==> config.mk <==
export PLATFORM = sky130hd
export DESIGN_NAME = fetch_unit_flat
export DESIGN_NICKNAME = d
export VERILOG_FILES = /design/src/rtl/fetch_pkg.sv /design/src/rtl/fetch_if.sv /design/src/rtl/fetch_unit.sv /design/src/flat_wrapper.sv
export SDC_FILE = /design/constraint.sdc
export NUM_CORES = 1
export LEC_CHECK = 0
export ABC_AREA = 1
export CAP_MARGIN = 20
export CORE_MARGIN = 2
export CORE_UTILIZATION = 41
export CTS_CLUSTER_DIAMETER = 60
export DETAILED_ROUTE_END_ITERATION = 10
export MAX_ROUTING_LAYER = met4
export PLACE_DENSITY = 0.8
export SLEW_MARGIN = 20
export SYNTH_ARGS = -nofsm -noshare
export SYNTH_HDL_FRONTEND = slang
export SYNTH_SLANG_ARGS = --single-unit
==> constraint.sdc <==
create_clock -name clock_i -period 1.9 [get_ports clock_i]
set_input_delay 0.19 -clock clock_i [delete_from_list [all_inputs] [get_ports clock_i]]
set_output_delay 0.19 -clock clock_i [all_outputs]
set_load 0.01 [all_outputs]
==> src/rtl/fetch_pkg.sv <==
`default_nettype none
// ============================================================================
//  Module   : fetch_pkg
//  Purpose  : Shared types and constants for the fetch unit: bundle geometry,
//             address width, reset vector and the fetch state encoding.
//  Revision : 1.0  initial release
// ============================================================================
package fetch_pkg;

    localparam int INSTRUCTION_WIDTH       = 32;
    localparam int INSTRUCTIONS_PER_BUNDLE = 4;
    localparam int BUNDLE_WIDTH            = INSTRUCTION_WIDTH * INSTRUCTIONS_PER_BUNDLE;
    localparam int ADDRESS_WIDTH           = 64;
    localparam int BUNDLE_BYTES            = 16;
    localparam int FETCH_UNIT_INSTANCE     = 0;

    localparam logic [0:ADDRESS_WIDTH-1] RESET_VECTOR = 64'h100;

    typedef enum logic [2:0] {
        S_IDLE    = 3'd0,
        S_REQ     = 3'd1,
        S_WAIT    = 3'd2,
        S_HOLD    = 3'd3,
        S_DISCARD = 3'd4
    } fetch_state_e;

    // Addresses use big-endian bit numbering: bit 0 is the MSB, so the low
    // four byte-offset bits are [ADDRESS_WIDTH-4 : ADDRESS_WIDTH-1].
    function automatic logic [0:ADDRESS_WIDTH-1] align_bundle(
        input logic [0:ADDRESS_WIDTH-1] addr
    );
        return addr & ~64'(BUNDLE_BYTES - 1);
    endfunction

endpackage
`default_nettype wire

==> src/rtl/fetch_if.sv <==
`default_nettype none
// ============================================================================
//  Module   : fetch_if
//  Purpose  : Bundles the fetch unit's back-end redirect, I-cache request /
//             response and fetch-queue write signals.
//  Ports    : master modport = fetch unit side, slave modport = environment
//             (back end, I-cache and fetch queue).
//  Revision : 1.0  initial release
// ============================================================================
interface fetch_if;
    import fetch_pkg::*;

    // Back-end redirect
    logic                        redirect_i;
    logic [0:ADDRESS_WIDTH-1]    redirectAddress_i;
    // I-cache request / response
    logic                        icacheReq_o;
    logic [0:ADDRESS_WIDTH-1]    icacheAddress_o;
    logic                        icacheReady_i;
    logic                        icacheValid_i;
    logic [0:BUNDLE_WIDTH-1]     icacheBundle_i;
    // Fetch queue
    logic                        queueFull_i;
    logic                        bundleWrite_o;
    logic [0:BUNDLE_WIDTH-1]     bundle_o;
    // Debug / next-fetch address
    logic [0:ADDRESS_WIDTH-1]    pc_o;

    modport master (
        input  redirect_i, redirectAddress_i,
        input  icacheReady_i, icacheValid_i, icacheBundle_i,
        input  queueFull_i,
        output icacheReq_o, icacheAddress_o,
        output bundleWrite_o, bundle_o, pc_o
    );

    modport slave (
        output redirect_i, redirectAddress_i,
        output icacheReady_i, icacheValid_i, icacheBundle_i,
        output queueFull_i,
        input  icacheReq_o, icacheAddress_o,
        input  bundleWrite_o, bundle_o, pc_o
    );

endinterface
`default_nettype wire

==> src/rtl/fetch_unit.sv <==
`default_nettype none
// ============================================================================
//  Module   : fetch_unit
//  Purpose  : Producer side of the fetch queue. Owns the fetch PC, issues one
//             bundle-aligned request at a time to the L1 I-cache, writes each
//             returned 4-instruction bundle into the fetch queue (stalling in
//             a hold register while the queue is full) and handles redirects,
//             discarding any stale in-flight response.
//  Ports    : clock_i  - clock
//             reset_i  - synchronous active-high reset
//             bus      - fetch_if.master (redirect, I-cache, queue, pc_o)
//  Revision : 1.0  initial release
// ============================================================================
module fetch_unit
    import fetch_pkg::*;
(
    input  wire        clock_i,
    input  wire        reset_i,
    fetch_if.master    bus
);

    fetch_state_e                r_state_q, w_state_d;
    logic [0:ADDRESS_WIDTH-1]    r_pc_q,    w_pc_d;
    logic [0:BUNDLE_WIDTH-1]     r_hold_q,  w_hold_d;
    logic [0:BUNDLE_WIDTH-1]     r_bundle_q, w_bundle_d;
    logic                        r_write_q, w_write_d;

    // ------------------------------------------------------------------------
    // State registers
    // ------------------------------------------------------------------------
    always_ff @(posedge clock_i) begin
        if (reset_i) begin
            r_state_q  <= S_IDLE;
            r_pc_q     <= RESET_VECTOR;
            r_hold_q   <= '0;
            r_bundle_q <= '0;
            r_write_q  <= 1'b0;
        end else begin
            r_state_q  <= w_state_d;
            r_pc_q     <= w_pc_d;
            r_hold_q   <= w_hold_d;
            r_bundle_q <= w_bundle_d;
            r_write_q  <= w_write_d;
        end
    end

    // ------------------------------------------------------------------------
    // Next-state logic. Redirect outranks everything and never writes.
    // ------------------------------------------------------------------------
    always_comb begin
        w_state_d  = r_state_q;
        w_pc_d     = r_pc_q;
        w_hold_d   = r_hold_q;
        w_bundle_d = r_bundle_q;
        w_write_d  = 1'b0;

        if (bus.redirect_i) begin
            w_pc_d = align_bundle(bus.redirectAddress_i);
            unique case (r_state_q)
                // A request is in flight: its response must be swallowed
                // unless it is arriving right now.
                S_WAIT, S_DISCARD: w_state_d = bus.icacheValid_i ? S_REQ : S_DISCARD;
                default:           w_state_d = S_REQ;
            endcase
        end else begin
            unique case (r_state_q)
                S_IDLE: w_state_d = S_REQ;
                S_REQ: begin
                    if (bus.icacheReady_i) begin
                        w_state_d = S_WAIT;
                    end
                end
                S_WAIT: begin
                    if (bus.icacheValid_i) begin
                        if (bus.queueFull_i) begin
                            w_hold_d  = bus.icacheBundle_i;
                            w_state_d = S_HOLD;
                        end else begin
                            w_bundle_d = bus.icacheBundle_i;
                            w_write_d  = 1'b1;
                            w_pc_d     = r_pc_q + 64'(BUNDLE_BYTES);
                            w_state_d  = S_REQ;
                        end
                    end
                end
                S_HOLD: begin
                    if (!bus.queueFull_i) begin
                        w_bundle_d = r_hold_q;
                        w_write_d  = 1'b1;
                        w_pc_d     = r_pc_q + 64'(BUNDLE_BYTES);
                        w_state_d  = S_REQ;
                    end
                end
                S_DISCARD: begin
                    if (bus.icacheValid_i) begin
                        w_state_d = S_REQ;
                    end
                end
                default: w_state_d = S_IDLE;
            endcase
        end
    end

    // ------------------------------------------------------------------------
    // Outputs, all decoded from registered state
    // ------------------------------------------------------------------------
    assign bus.icacheReq_o     = (r_state_q == S_REQ);
    assign bus.icacheAddress_o = align_bundle(r_pc_q);
    assign bus.bundleWrite_o   = r_write_q;
    assign bus.bundle_o        = r_bundle_q;
    assign bus.pc_o            = r_pc_q;

endmodule
`default_nettype wire

==> src/flat_wrapper.sv <==
// flat-port wrapper written by rule: the top's interface ports become plain ports
module fetch_unit_flat import fetch_pkg::*;
  (clock_i, reset_i, bus_redirect_i, bus_redirectAddress_i, bus_icacheReady_i, bus_icacheValid_i, bus_icacheBundle_i, bus_queueFull_i, bus_icacheReq_o, bus_icacheAddress_o, bus_bundleWrite_o, bus_bundle_o, bus_pc_o);
  fetch_if bus_i ();
  input  wire clock_i;
  input  wire reset_i;
  input wire logic [$bits(bus_i.redirect_i)-1:0] bus_redirect_i;
  input wire logic [$bits(bus_i.redirectAddress_i)-1:0] bus_redirectAddress_i;
  input wire logic [$bits(bus_i.icacheReady_i)-1:0] bus_icacheReady_i;
  input wire logic [$bits(bus_i.icacheValid_i)-1:0] bus_icacheValid_i;
  input wire logic [$bits(bus_i.icacheBundle_i)-1:0] bus_icacheBundle_i;
  input wire logic [$bits(bus_i.queueFull_i)-1:0] bus_queueFull_i;
  output wire logic [$bits(bus_i.icacheReq_o)-1:0] bus_icacheReq_o;
  output wire logic [$bits(bus_i.icacheAddress_o)-1:0] bus_icacheAddress_o;
  output wire logic [$bits(bus_i.bundleWrite_o)-1:0] bus_bundleWrite_o;
  output wire logic [$bits(bus_i.bundle_o)-1:0] bus_bundle_o;
  output wire logic [$bits(bus_i.pc_o)-1:0] bus_pc_o;
  assign bus_i.redirect_i = bus_redirect_i;
  assign bus_i.redirectAddress_i = bus_redirectAddress_i;
  assign bus_i.icacheReady_i = bus_icacheReady_i;
  assign bus_i.icacheValid_i = bus_icacheValid_i;
  assign bus_i.icacheBundle_i = bus_icacheBundle_i;
  assign bus_i.queueFull_i = bus_queueFull_i;
  assign bus_icacheReq_o = bus_i.icacheReq_o;
  assign bus_icacheAddress_o = bus_i.icacheAddress_o;
  assign bus_bundleWrite_o = bus_i.bundleWrite_o;
  assign bus_bundle_o = bus_i.bundle_o;
  assign bus_pc_o = bus_i.pc_o;
  fetch_unit u_core (.clock_i(clock_i), .reset_i(reset_i), .bus(bus_i));
endmodule
Word level (Yosys, flattened, before mapping)
Cells that the tools add are included.
{"block": "word_totals", "inputBits": 198, "word_cells": 49, "regBits": 324}
{"block": "op_classes", "eq_ne": 11, "reduce_logical": 10, "bitwise_logic": 1, "addsub": 1, "mux": 20}
{"operator": "2-to-1 mux 128 bit", "count": 3}
{"operator": "one-hot mux 128 bit (2 select lines)", "count": 1}
{"operator": "2-to-1 mux 64 bit", "count": 3}
{"operator": "one-hot mux 64 bit (2 select lines)", "count": 1}
{"operator": "adder 64 x 5 -> 64 bit (second input constant)", "count": 1}
{"operator": "2-to-1 mux 3 bit", "count": 7}
{"operator": "one-hot mux 3 bit (5 select lines)", "count": 1}
{"operator": "inequality test 3 bit (second input constant)", "count": 4}
{"operator": "AND reduction 4 bit", "count": 2}
{"operator": "equality test 3 x 2 -> 1 bit (second input constant)", "count": 2}
{"operator": "inequality test 2 bit (second input constant)", "count": 3}
{"operator": "AND reduction 5 bit", "count": 1}
{"operator": "AND reduction 2 bit", "count": 2}
{"operator": "OR reduction 2 bit", "count": 2}
{"operator": "equality test 3 x 1 -> 1 bit (second input constant)", "count": 1}
{"operator": "equality test 3 bit (second input constant)", "count": 1}
{"operator": "zero test 3 bit", "count": 1}
{"operator": "nonzero test 3 bit", "count": 1}
{"operator": "2-to-1 mux 1 bit", "count": 2}
{"operator": "2-to-1 mux 2 bit", "count": 1}
{"operator": "one-hot mux 1 bit (2 select lines)", "count": 1}
{"operator": "nonzero test 2 bit", "count": 1}
{"operator": "NOT 1 bit", "count": 1}

Logic depth before layout (Yosys ltp)
{"block": "depth", "depth_word": 5, "ltp_mapped": 13}

Worst setup path after synthesis
OpenSTA, ideal clock, no wires.
{"block": "synth_path", "kind": "register to register", "startpoint": "reg u_core.r_pc_q, in the netlist u_core.bus.pc_o[59]", "endpoint": "reg u_core.r_pc_q, in the netlist u_core.bus.pc_o[3]", "setup_ns": 0.131, "arrival_time_ns": 1.603, "t_required_ns": 1.769, "stages_incl_launch_ff": 11, "path_slack_ns": 0.167, "path_cell_list": "dfxtp_1 > ha_1 > nand2_1 > nor2_4 > nand2_1 > nor2_4 > nand2_2 > o21ai_0 > nand3_1 > nand2_1 > a21oi_2"}
{"block": "synth_between", "elab_chain_cells": 5}
{"element": "start, declared", "line": "fetch_unit.sv:23", "rtl": "logic [0:ADDRESS_WIDTH-1] r_pc_q, w_pc_d;"}
{"element": "start signal, assigned", "line": "fetch_unit.sv:40", "rtl": "r_pc_q <= w_pc_d;"}
{"element": "adder 64 x 5 -> 64 bit (*)", "line": "fetch_unit.sv:81, fetch_unit.sv:90"}
{"element": "2-to-1 mux 64 bit (*)", "line": "fetch_unit.sv:75, fetch_unit.sv:87"}
{"element": "2-to-1 mux 64 bit", "line": "fetch_unit.sv:74", "rtl": "if (bus.icacheValid_i) begin"}
{"element": "one-hot mux 64 bit (2 select lines) (*)", "line": "fetch_unit.sv:66", "rtl": "unique case (r_state_q)"}
{"element": "2-to-1 mux 64 bit (*)", "line": "fetch_unit.sv:57", "rtl": "if (bus.redirect_i) begin"}
Every way passes the cells marked *; elsewhere a longest branch is shown, timed or not. The select of a mux whose other input is x is not followed.
A chain may end at the register's enable or synchronous reset.

Worst setup path in the final report
{"block": "layout_path", "startpoint": "reg u_core.r_pc_q, in the netlist u_core.bus.pc_o[20]", "endpoint": "out bus_pc_o[43]"}
{"element": "end, declared", "line": "flat_wrapper.sv:17", "rtl": "output wire logic [$bits(bus_i.pc_o)-1:0] bus_pc_o;"}
No word-level cell between the ends.

==> out/summary.txt <==
Status -> finished clean
Initial antenna violation count -> 3
Number of synthesized flops with an enable pin -> 0
Synth cell types -> 32
YS warnings -> 0
Static leakage -> 8.24 nW
Wire length per cell -> 17.5 um
Vias -> 16.8k
Min Tclk post-route -> 1.85 ns
Post-Synth Simple-Gate Area -> 28.5%
Slew Viols, Final -> 0
Post-synth ARST share -> 0%
Largest family of logic cells by synthesized area -> simple AND/OR/NAND/NOR gates
Cells after DPL -> 3072
Count of state elements after synthesis -> 320
DRC violation count after routing -> 0
Worst VDD drop -> 724 uV
Worst-Margin Slew -> 0.738 ns
Row count -> 70
Hold-fix buffers, CTS -> 0
Placement Cell Area -> 20300 um^2
Final wirelength -> 55.2 mm
CTS Root Cell -> clkbuf_16
Clk_skew -> 0.0229 ns
Fin. Hold Viols -> 0
Tcrit/Tclk final -> 97.3%
CTS tree -> done
Clk sinks -> 320
Avg Inst Size Synth -> 6.77 um^2
Total grt overflow -> 0
Filler cell count in the final layout -> 3258
Cell with the most instances after synthesis -> nand2_1
Placed wire-length estimate -> 39.1 mm
Critical Path AT -> 1.66 ns
TNS Setup -> 0 ns
Max-cap violation count -> 0
GP Congestion -> 1.01
Yosys top cell by area -> dfxtp_1
Initial core utilization -> 41.5%
Area Overhead vs Synth -> 43.8%
Complex-gate fraction of the synthesized area -> 18.7%
Final Non-Filler Cells -> 3148
Post-synthesis adder-cell area fraction -> 0.0827%
Dominant cells by area after synthesis -> dfxtp_1, nand2_1, nor2_1
Register area -> 6430 um^2
Die Height -> 196 um
Gr usage total -> 28.2%
Main synth FF type -> dfxtp_1
Headroom to the max-slew limit -> 50.8%
Hold Path Class -> in -> reg
TritonCTS buffer count -> 37
Post-synthesis mux area share -> 0%
Fmax -> 541 MHz
WP data required -> 1.71 ns
Port Buf Inserts -> 443
Yosys top cell area share -> 42.4%
Kind of critical path -> reg -> out
Critical path fanouts, max -> 5
Finish-stage setup viols -> 0
Multi-input combinational cell area -> 7370 um^2
Vias per inst -> 5.32
Htree depth -> 2
Die span in x -> 196 um
Skew-Pair Late Insertion Delay -> 0.54 ns
Vias in the first global route -> 16.0k
Die Footprint -> 38400 um^2
Layout Nets -> 2851
Post-Layout Inst Area -> 21800 um^2
Fraction of layout cells with a size suffix above 1 -> 10.5%
First-pass GRT wire length -> 84.8 mm
Seq/Total Area, Yosys -> 42.4%
Cells after Synth -> 2235
# IOs -> 456
Clk buf depth -> 3
Worst Setup Start Kind -> flip-flop
Most frequent cells after synthesis -> nand2_1, nor2_1, dfxtp_1
Power Density -> 777 nW/um^2
Post-route ant nets -> 0
CP Capture Type -> primary output
Pin count of the biggest net entering global routing -> 110
Core Area -> 36400 um^2
Post-Syn Area -> 15100 um^2
Xor/xnor share of the synthesized area -> 0.463%
Clk slew on worst S/H paths -> 0.06 ns
Starting DRC count in detailed routing -> 1206
Initial DRT Pass Iterations -> 5
## routing by layer
layer,vias up,GRT usage [%],wire [um]
met1,7773,31.8,21100
met4,0,11.8,2620
met3,141,8.73,5580
met2,739,46.6,25900
met5,-,-,0
li1,8100,-,-
## where the power goes
group / internal [W] / leakage [nW] / switching, W / total [W]
clock network: 0.00422 / 0.606 / 0.00296 / 0.00718
logic: 0.00131 / 5.03 / 0.00129 / 0.00261
registers: 0.00694 / 2.60 / 0.000184 / 0.00712
total: 0.0125 / 8.24 / 0.00444 / 0.0169
## critical path, stage by stage, from the launching register on
cell and delay [ns]:
dfxtp_2 0.42, buf_4 0.17, clkdlybuf4s50_1 0.53
## sequential cells by signal, summed over array words and instances (netlist names)
signal and count:
u_core.r_state_q 3, u_core.bus.bundle_o 128, u_core.bus.pc_o 60, u_core.r_hold_q 128, u_core.bus.bundleWrite_o 1
## stage by stage
| stage | power, W | worst slack [ns] | hold slack [ns] | util, % |
|---|---|---|---|---|
| global placement | 0.00971 | 0.0557 | 0.463 | 55.6 |
| detailed placement | 0.00976 | -0.0410 | 0.471 | 55.6 |
| CTS | 0.0169 | 0.00122 | 0.116 | 59.0 |
| finish | 0.0169 | 0.0519 | 0.162 | 59.7 |
| global route | 0.0175 | -0.0114 | 0.183 | 59.7 |
| floorplan | 0.00842 | 0.167 | 0.339 | - |
## path summary, 6_finish.rpt
kind | slack, ns | end | start | cells past startpoint
worst max-delay path | 0.05 | bus_pc_o[43] | u_core.bus.pc_o[20]$_SDFFE_PP0P_ | 2
worst min-delay path | 0.16 | u_core.r_state_q[2]$_SDFFE_PP0P_ | bus_redirect_i | 3
worst max register to register | 0.09 | u_core.bus.pc_o[1]$_SDFFE_PP0P_ | u_core.bus.pc_o[58]$_SDFFE_PP0P_ | 11
worst min register to register | 0.48 | u_core.bus.bundle_o[30]$_SDFFE_PP0P_ | u_core.r_hold_q[30]$_SDFFE_PP0P_ | 2
## kinds of logic after synthesis
family / Yosys count
AOI/OAI and AO/OA: 530
xor gates and xnor gates: 8
adders and majority gates: 1
buffers and inverters: 297
DFF: 320
other: 1
and+or+nand+nor: 1078
## layout make-up
cell class              instances  share of cell area, %
clock inverters                11                  0.535
diodes                          3                 0.0345
flip-flops and latches        320                   29.6
repair buffers                585                   26.7
well taps                     468                   2.69
inverters                      83                   1.47
clock buffers                  53                   5.09
multi-input cells            1625                   33.9
## placed cells by master (no fill, tap or decap), types with 13 or more instances in the layout
cell	count
nand4_1	16
a21oi_1	73
buf_12	21
o21ai_0	279
a31oi_1	130
dfxtp_1	299
nor2_2	13
inv_1	74
clkbuf_16	40
nand3_1	53
dfxtp_2	20
o21ai_1	39
nor2_4	15
clkdlybuf4s50_1	440
buf_4	117
nand2_1	530
nor2_1	425
## what timing repair did
item / in CTS / in global routing
setup endpoints to repair: 8 / 70
resized for setup: 6 / 45
pin swaps: 0 / 13
gates cloned: 0 / 2
buffers inserted: 0 / 7
hold endpoints to repair: 0 / 0
Note: power is estimated with default switching activity, not from simulation.
